[config.mk]
export PLATFORM = sky130hd
export DESIGN_NAME = key_debouncer
export DESIGN_NICKNAME = d
export VERILOG_FILES = /design/src/rtl/key_debouncer.sv
export SDC_FILE = /design/constraint.sdc
export NUM_CORES = 1
export LEC_CHECK = 0
export CORE_MARGIN = 4
export CORE_UTILIZATION = 55
export CTS_CLUSTER_SIZE = 12
export DETAILED_ROUTE_END_ITERATION = 16
export PLACE_DENSITY = 0.82
export SYNTH_ARGS = -nofsm -noshare
export SYNTH_HDL_FRONTEND = slang
export SYNTH_SLANG_ARGS = --single-unit
export TNS_END_PERCENT = 1
[constraint.sdc]
create_clock -name clk -period 4.97 [get_ports clk]
set_clock_uncertainty 0.15 [all_clocks]
set_input_delay 1.491 -clock clk [delete_from_list [all_inputs] [get_ports clk]]
set_output_delay 1.491 -clock clk [all_outputs]
set_load 0.01 [all_outputs]
[src/rtl/key_debouncer.sv]
// Debounces active-low push-buttons into active-high levels with one-cycle press/release strobes.
// Each key is synchronised by two flops and must hold a new level for DEBOUNCE_CYCLES samples.
module key_debouncer #(
  parameter int NUM_KEYS        = 3,
  parameter int DEBOUNCE_CYCLES = 50000,
  parameter int CNT_W           = 16
) (
  input  logic                clk,
  input  logic                rst_n,
  input  logic [NUM_KEYS-1:0] key_n_raw,
  output logic [NUM_KEYS-1:0] key_debounced,
  output logic [NUM_KEYS-1:0] key_pressed,
  output logic [NUM_KEYS-1:0] key_released
);

  typedef enum logic {
    RELEASED = 1'b0,
    PRESSED  = 1'b1
  } state_e;

  localparam logic [CNT_W-1:0] CNT_LAST = CNT_W'(DEBOUNCE_CYCLES - 1);

  logic [NUM_KEYS-1:0] s1_q, s2_q, sample;
  logic [NUM_KEYS-1:0] pressed_q, pressed_d, released_q, released_d;
  state_e              state_q [NUM_KEYS];
  state_e              state_d [NUM_KEYS];
  logic [CNT_W-1:0]    cnt_q   [NUM_KEYS];
  logic [CNT_W-1:0]    cnt_d   [NUM_KEYS];

  // Synchroniser resets to the released level so a held key is seen as a fresh press.
  always_ff @(posedge clk or negedge rst_n) begin
    if (!rst_n) begin
      s1_q <= '1;
      s2_q <= '1;
    end else begin
      s1_q <= key_n_raw;
      s2_q <= s1_q;
    end
  end

  assign sample = ~s2_q;

  always_ff @(posedge clk or negedge rst_n) begin
    if (!rst_n) begin
      for (int i = 0; i < NUM_KEYS; i++) begin
        state_q[i] <= RELEASED;
        cnt_q[i]   <= '0;
      end
      pressed_q  <= '0;
      released_q <= '0;
    end else begin
      for (int i = 0; i < NUM_KEYS; i++) begin
        state_q[i] <= state_d[i];
        cnt_q[i]   <= cnt_d[i];
      end
      pressed_q  <= pressed_d;
      released_q <= released_d;
    end
  end

  always_comb begin
    pressed_d  = '0;
    released_d = '0;
    for (int i = 0; i < NUM_KEYS; i++) begin
      state_d[i] = state_q[i];
      cnt_d[i]   = '0;
      if (state_e'(sample[i]) != state_q[i]) begin
        if (cnt_q[i] == CNT_LAST) begin
          state_d[i]    = state_e'(sample[i]);
          pressed_d[i]  = sample[i];
          released_d[i] = ~sample[i];
        end else begin
          cnt_d[i] = cnt_q[i] + CNT_W'(1);
        end
      end
    end
  end

  always_comb begin
    key_debounced = '0;
    for (int i = 0; i < NUM_KEYS; i++) begin
      key_debounced[i] = (state_q[i] == PRESSED);
    end
  end

  assign key_pressed  = pressed_q;
  assign key_released = released_q;

endmodule

After elaboration in Yosys (flattened, before gate mapping). Cells that the tools add are included.

Logic and storage cells: 44. Register bits after elaboration: 63. Output and inout port bits: 9.

Equality and inequality tests: 6. Bitwise logic cells: 4. Reduce and logical (&&, ||, !) cells: 3. Add/subtract/negate cells: 3. Multiplexer cells: 18.

Operators with widths (count): 2-to-1 mux 16 bit (6); adder 16 x 1 -> 16 bit, second input constant (3); equality test 16 bit, second input constant (3); 2-to-1 mux 1 bit (12); AND reduction 2 bit (3); != test 1 bit (3); inverter 1 bit (3); inverter 3 bit (1).

Longest topological paths before layout.
Depth after elaboration: 4. Depth in mapped cells: 6. Gate-level depth less buffers: 5.

Worst setup path before layout. Ideal clock, no wire load.

Path type: reg-to-output. Start point: reg state_q (netlist bit key_debounced[0]). End point: out key_debounced[0]. Arrival time: 421 ps. Slack: 2908 ps. Cell stages (with the launch flop): 1. Cell sequence: dfrtp_1.

RTL lines: from (decl) (line 25) `state_e state_q [NUM_KEYS];`; from (signal, indexed assignment) (line 53) `state_q[i] <= state_d[i];`; to (decl) (line 11) `output logic [NUM_KEYS-1:0] key_debounced,`.

No word-level cell between the ends.

Final worst setup path.
Start point: reg state_q (netlist bit key_debounced[1]). End point: out key_debounced[1].

No word-level cell between the ends.

==> metrics.txt <==
status finished clean; CTS tree done; CP Launch Type register; Sink Count 63; async set-reset flop share out of synthesis 100.0%; top cells by count, synth dfrtp_1 (57), nor2_1 (53), xnor2_1 (35); Setup violations, final 0; static leakage 1.279 nW; TritonRoute pass-1 iters 4; Tightest Pin Transition 0.7992 ns; Root Buffer clkbuf_8; Final period util 59.69%; multi-input logic area 1221 um2; hold crit path type register to register; Row Count 26; CTS clk-pin slew, worst paths 0.07 ns; Remaining Overflow, GRT 0; Num CTS Buffers 9; min cycle time layout 2.967 ns; Routed WL 5538 um; Synth top area share 49.72%; antenna fix cells 0; worst hold slack 0.2100 ns; maximum vdd drop 0.0002110 V; slowest stage delay, CP 0.57 ns; achievable frequency 0.3371 GHz; vias in the first global route 2061; starting density of the core 56.53%; Final Max Tran Viols 0; area of the core 5075 um2; Synth Warn # 0; Max Root-Sink Buffers 2; post-route DRC violation count 0; Syn Nets 285; crit path DAT 1.33 ns; Post-CTS Setup Bufs 0; Crit Path Class register to output port; # fillers 417; area leader, netlist dfrtp_1; setup TNS 0 ns; Syn Area/Cell 10.36 um2; largest delay contributor family on the critical path buffers and inverters; Area contributors post-synth dfrtp_1 (50%), xnor2_1 (11%), nor2_1 (6.9%), dfstp_2 (5.5%), nand4_1 (3.9%); post-synthesis register bit count 63; DPL Wire Length 3645 um; initial antenna violation count 0; RSZ-0062 raised after global routing false; first-pass GRT wire length 9542 um; most frequent cell after synthesis dfrtp_1; Netlist cell types 25; die span in y 80.23 um; Initial DRC Count 162; post-synthesis sequential area ratio 55.21%; largest net degree at the start of global routing 40; Max H-tree Level 3; Die Area 6436 um2; pwr dens 310.7 nW/um2; clock latency on the worst-skew pair 0.34 ns; Sequential Area 1584 um2; DR WL/cell 14.93 um; CP cell instances clkdlybuf4s50_1; layout cells sized above 1 8.306%; via count 2114; IO Port Bufs 13; crit end category output port; hold buffers post-CTS 0; Gate Count Post-Synth 277; Top FF cell, synth dfrtp_1; synthesized cell area 2869 um2; total track usage 19.75%; Routed Antenna Nets 0; Post-CTS Resized 0; NumNets Final 304; Rel. slew slack 46.72%; synth-to-layout area growth 13.39%; Crit-path slowest cell clkdlybuf4s50_1; CP max FO 5; Final Hold Vio Count 0; number of synthesized flops with an enable pin 0; Final GP Congestion 0.8086; maxcap violations 0; num ports 14; die width 80.23 um; Via density 5.698; CP bufs+invs 1; Worst EP required 3.33 ns
==> cell type report <==
type	instances	area share, %
flip-flops and latches	63	48.69
multi-input cells	201	37.54
clock buffers	13	4.885
repair buffers	14	4.077
well taps	70	2.692
clock inverters	3	1.308
inverters	7	0.8077
==> registers in the layout, summed over array words and instances, names as in the netlist <==
signal / cells
cnt_q: 48
key_debounced: 3
key_pressed: 3
key_released: 3
s1_q: 3
s2_q: 3
==> worst register-to-register path, stage by stage, from the launching register on <==
cell,delay (ns)
dfrtp_1,0.45
nor4b_1,0.42
nand4_1,0.30
nand2_1,0.47
nor2_1,0.12
==> metrics by stage <==
| step | util [%] | setup WS, ns | power, mW | std cells | instance area, um2 |
|---|---|---|---|---|---|
| 3_3_place_gp | 60.13 | 2.352 | 0.5696 | 355 | 3052 |
| 6_report | 64.10 | 2.003 | 1.011 | 371 | 3253 |
| 5_1_grt | 64.10 | 1.915 | 1.056 | 371 | 3253 |
| 3_5_place_dp | 60.13 | 2.323 | 0.5707 | 355 | 3052 |
| 4_1_cts | 64.10 | 1.969 | 1.024 | 371 | 3253 |
| 2_1_floorplan | - | 2.908 | 0.5534 | 277 | 2869 |
==> routing by layer <==
layer  up-vias  global-route usage (%)  share of wire, %
met2        52                   31.62                50
met1      1045                   23.60                43
met5         -                       0                 0
met3        15                   6.278               4.1
met4         0                   10.64               2.6
li1       1002                       -                 -
==> final timing paths <==
path	start	to	slack [ns]	depth (start not counted)
setup / recovery	key_debounced[1]$_DFFE_PN0P_	key_debounced[1]	2.00	1
max in group asynchronous	rst_n	cnt_q[43]$_DFF_PN0_	2.76	2
setup reg to reg	cnt_q[43]$_DFF_PN0_	cnt_q[38]$_DFF_PN0_	2.94	4
min in group asynchronous	rst_n	key_debounced[1]$_DFFE_PN0P_	1.08	1
hold / removal	s1_q[2]$_DFF_PN1_	s2_q[2]$_DFF_PN1_	0.21	0
hold reg to reg	s1_q[2]$_DFF_PN1_	s2_q[2]$_DFF_PN1_	0.21	0
==> report_power, final <==
part / total [mW] / switching, mW / internal, mW
registers: 0.532 / 0.00846 / 0.523
clock network: 0.449 / 0.191 / 0.259
logic: 0.0298 / 0.0204 / 0.00945
==> logic make-up (layout without fill, tap and decap cells) <==
kind of cell / count (synthesis) / in the layout / synth area share [%]
flops: 63 / 63 / 55.21
fa+ha+maj: 3 / 3 / 1.308
buf+inv: 13 / 37 / 2.224
simple gates: 148 / 148 / 26.73
compound gates: 7 / 7 / 1.395
xor+xnor: 43 / 43 / 13.13
==> cells in the final DEF, fill, tap and decap left out, types with 3 or more instances in the layout <==
cell type / count
and3_1: 8
clkbuf_8: 11
clkdlybuf4s50_1: 12
dfrtp_1: 57
dfstp_2: 6
ha_1: 3
inv_1: 7
nand2_1: 17
nand3_1: 14
nand4_1: 18
nor2_1: 53
nor3_1: 12
nor4_1: 11
nor4bb_1: 6
o21ai_0: 3
xnor2_1: 35
xor2_1: 8
Note: power is estimated with default switching activity, not from simulation.
==> patch (config.mk and constraints unchanged) <==
Register the output `key_debounced`, with the module's reset; this adds one clock of latency there. The other outputs are not delayed to match.
--- a/src/rtl/key_debouncer.sv
+++ b/src/rtl/key_debouncer.sv
@@ -20,4 +20,6 @@
 
   localparam logic [CNT_W-1:0] CNT_LAST = CNT_W'(DEBOUNCE_CYCLES - 1);
+
+  logic [NUM_KEYS-1:0] key_debounced_d;
 
   logic [NUM_KEYS-1:0] s1_q, s2_q, sample;
@@ -78,7 +80,7 @@
 
   always_comb begin
-    key_debounced = '0;
+    key_debounced_d = '0;
     for (int i = 0; i < NUM_KEYS; i++) begin
-      key_debounced[i] = (state_q[i] == PRESSED);
+      key_debounced_d[i] = (state_q[i] == PRESSED);
     end
   end
@@ -87,4 +89,12 @@
   assign key_released = released_q;
 
+  always_ff @(posedge clk or negedge rst_n) begin
+    if (!rst_n) begin
+      key_debounced <= '0;
+    end else begin
+      key_debounced <= key_debounced_d;
+    end
+  end
+
 endmodule
 
Function: same outputs for any inputs over 10 cycles, from zero or initial values and one cycle with rst_n low; that may be too few to reach the edited logic, so the function may still have changed.
==> patch against the original RTL <==
Synthesized area increased by 2.6%. Total power decreased by 2.2%. Routed wire length decreased by 3.6%. First-iteration DRC count increased by 24%. Non-clock buffer count unchanged. Via count decreased by 2.3%. Sequential cell count increased by 3. Worst setup slack improved by 130 ps. Design area increased by 1.6%. Utilization increased by 0.21 points. Largest power group unchanged.
==> patch: results (changes against the original RTL) <==
| Metric | Value |
|---|---|
| Min-delay worst type | `reg2reg` |
| Clock transition at path regs | `70 ps (about the same)` |
| Detail Placement HPWL | `3370 microns (-7.6%)` |
| Pwr Density | `299 nW/um^2 (-3.8%)` |
| Min-Delay Endpoint | `s2_q[2]` |
| R2r worst-path depth | `5 (+1)` |
| Mux cell area share after synthesis | `0% (unchanged)` |
| Final nets | `307 (+0.99%)` |
| Routed wire length | `5340 microns (-3.6%)` |
| Max stage delay on crit path | `530 ps (-40 ps)` |
| Setup WS pre-CTS | `2190 ps (-137 ps)` |
| Synthesized Nets | `288 (+1.1%)` |
| Crit path max-delay cell type | `clkdlybuf4s50_1` |
| GPL Wtd Cong | `0.826 (+2.2%)` |
| H-tree Lvls | `3 (unchanged)` |
| FILL cells | `431 (+3.4%)` |
| Reg-to-Reg Start | `cnt_q[16]` |
| Placed cell count | `358 (+0.85%)` |
| Initial antenna violation count | `0 (unchanged)` |
| Syn_area_per_cell | `10.5 sq um (+1.5%)` |
| Vias in the first global route | `2010 (-2.5%)` |
| Max reg flops | `48 (unchanged)` |
| Leakage | `1.31 nW (+2.1%)` |
| Ys Warns | `0 (unchanged)` |
| Diodes inserted | `0 (unchanged)` |
| CTS resizes | `0 (unchanged)` |
| Worst hold start | `s1_q[2]` |
| Share of post-route cells with drive strength above 1 | `8.88% (+0.58 points)` |
| DR iter-0 viols | `201 (+24%)` |
| Most common library cells after synthesis | `dfrtp_1, nor2_1, xnor2_1` |
| Reg2reg end | `cnt_q[27]` |
| Synth Area in Compound Gates | `1.36% (-0.036 points)` |
| Clock Latency Late Sink | `330 ps` |
| Post-synthesis sequential area ratio | `56.4% (+1.1 points)` |
| Worst-Margin Slew | `1030 ps (+227 ps)` |
| Top post-synthesis cells by area | `dfrtp_1, xnor2_1, nor2_1, dfstp_2, nand4_1` |
| # Post-CTS Setup Buffers | `0 (unchanged)` |
| Post-synthesis xor/xnor area fraction | `12.8% (-0.33 points)` |
| CP max FO | `1 (-4)` |
| Peak supply drop | `0.000185 V (-12%)` |
| Largest net degree at the start of global routing | `50 (+25%)` |
| Non-Filler Instances | `374 (+0.81%)` |
| Vias per inst | `5.52 (-3.1%)` |
| Crit-path leading delay family | `buffers and inverters` |
| Async SR Flop Fraction | `100% (unchanged)` |
| CTS max path bufs | `2 (unchanged)` |
| IO buf count | `13 (unchanged)` |
| Adder-Cell Fraction of Synth Area | `1.27% (-0.033 points)` |
| Total CTS buffers | `9 (unchanged)` |
| First-pass GRT wire length | `9270 microns (-2.9%)` |
| Reg2Reg Setup Slack | `2930 ps (about the same)` |
| Run status | `finished, final reports clean` |
| Total track usage | `18.7% (-1.1 points)` |
==> patch: cell count changes after synthesis <==
cell	before	now
dfrtp_1	57	60
==> patch: metal layers <==
layer  global-route usage (%)  up-vias  wire length, microns
li1                         -     1010                     -
met1                     24.5     1008                  2550
met2                     28.7       40                  2530
met3                     5.76        7                   184
met4                     7.77        0                    72
met5                        0        -                     0
==> patch: worst max path at each step <==
| stage | from | to | slack (ps) | cells after the start |
|---|---|---|---|---|
| global placement | rst_n | s1_q[0] | 2200 | 2 |
| CTS | key_pressed[0] | key_pressed[0] | 2090 | 1 |
| global route | key_pressed[0] | key_pressed[0] | 2070 | 1 |
| floorplan | key_debounced[0] | key_debounced[0] | 2950 | 0 |
| finish | key_pressed[0] | key_pressed[0] | 2130 | 1 |
| detailed placement | rst_n | s1_q[0] | 2190 | 2 |
==> patch: power by group <==
part           internal, mW  total [mW]  switching (mW)
Clock                 0.194       0.402           0.208
Combinational       0.00935      0.0298          0.0205
Sequential            0.547       0.556         0.00849
==> patch: cells by family (layout without fill, tap and decap cells) <==
| logic type | Yosys count | in the layout |
|---|---|---|
| compound gates | 7 | 7 |
| simple gates | 148 | 148 |
| flops | 66 | 66 |
| fa+ha+maj | 3 | 3 |
| buf+inv | 13 | 37 |
| xor+xnor | 43 | 43 |
==> patch: final cells by class <==
cell class	count	area (sq um)	area share, %
clock buffer	10	138	4.16
clock inverter	6	41.3	1.25
inverter	7	26.3	0.795
multi-input combinational	201	1220	36.9
sequential	66	1660	50.2
tap	70	87.6	2.65
timing repair buffer	14	133	4.01
==> patch: through the flow <==
| stage | hold slack (ps) | cell area [sq um] |
|---|---|---|
| floorplan | 195 | 2940 |
| global placement | 196 | 3130 |
| detailed placement | 198 | 3130 |
| CTS | 209 | 3310 |
| global route | 215 | 3310 |
| finish | 207 | 3310 |
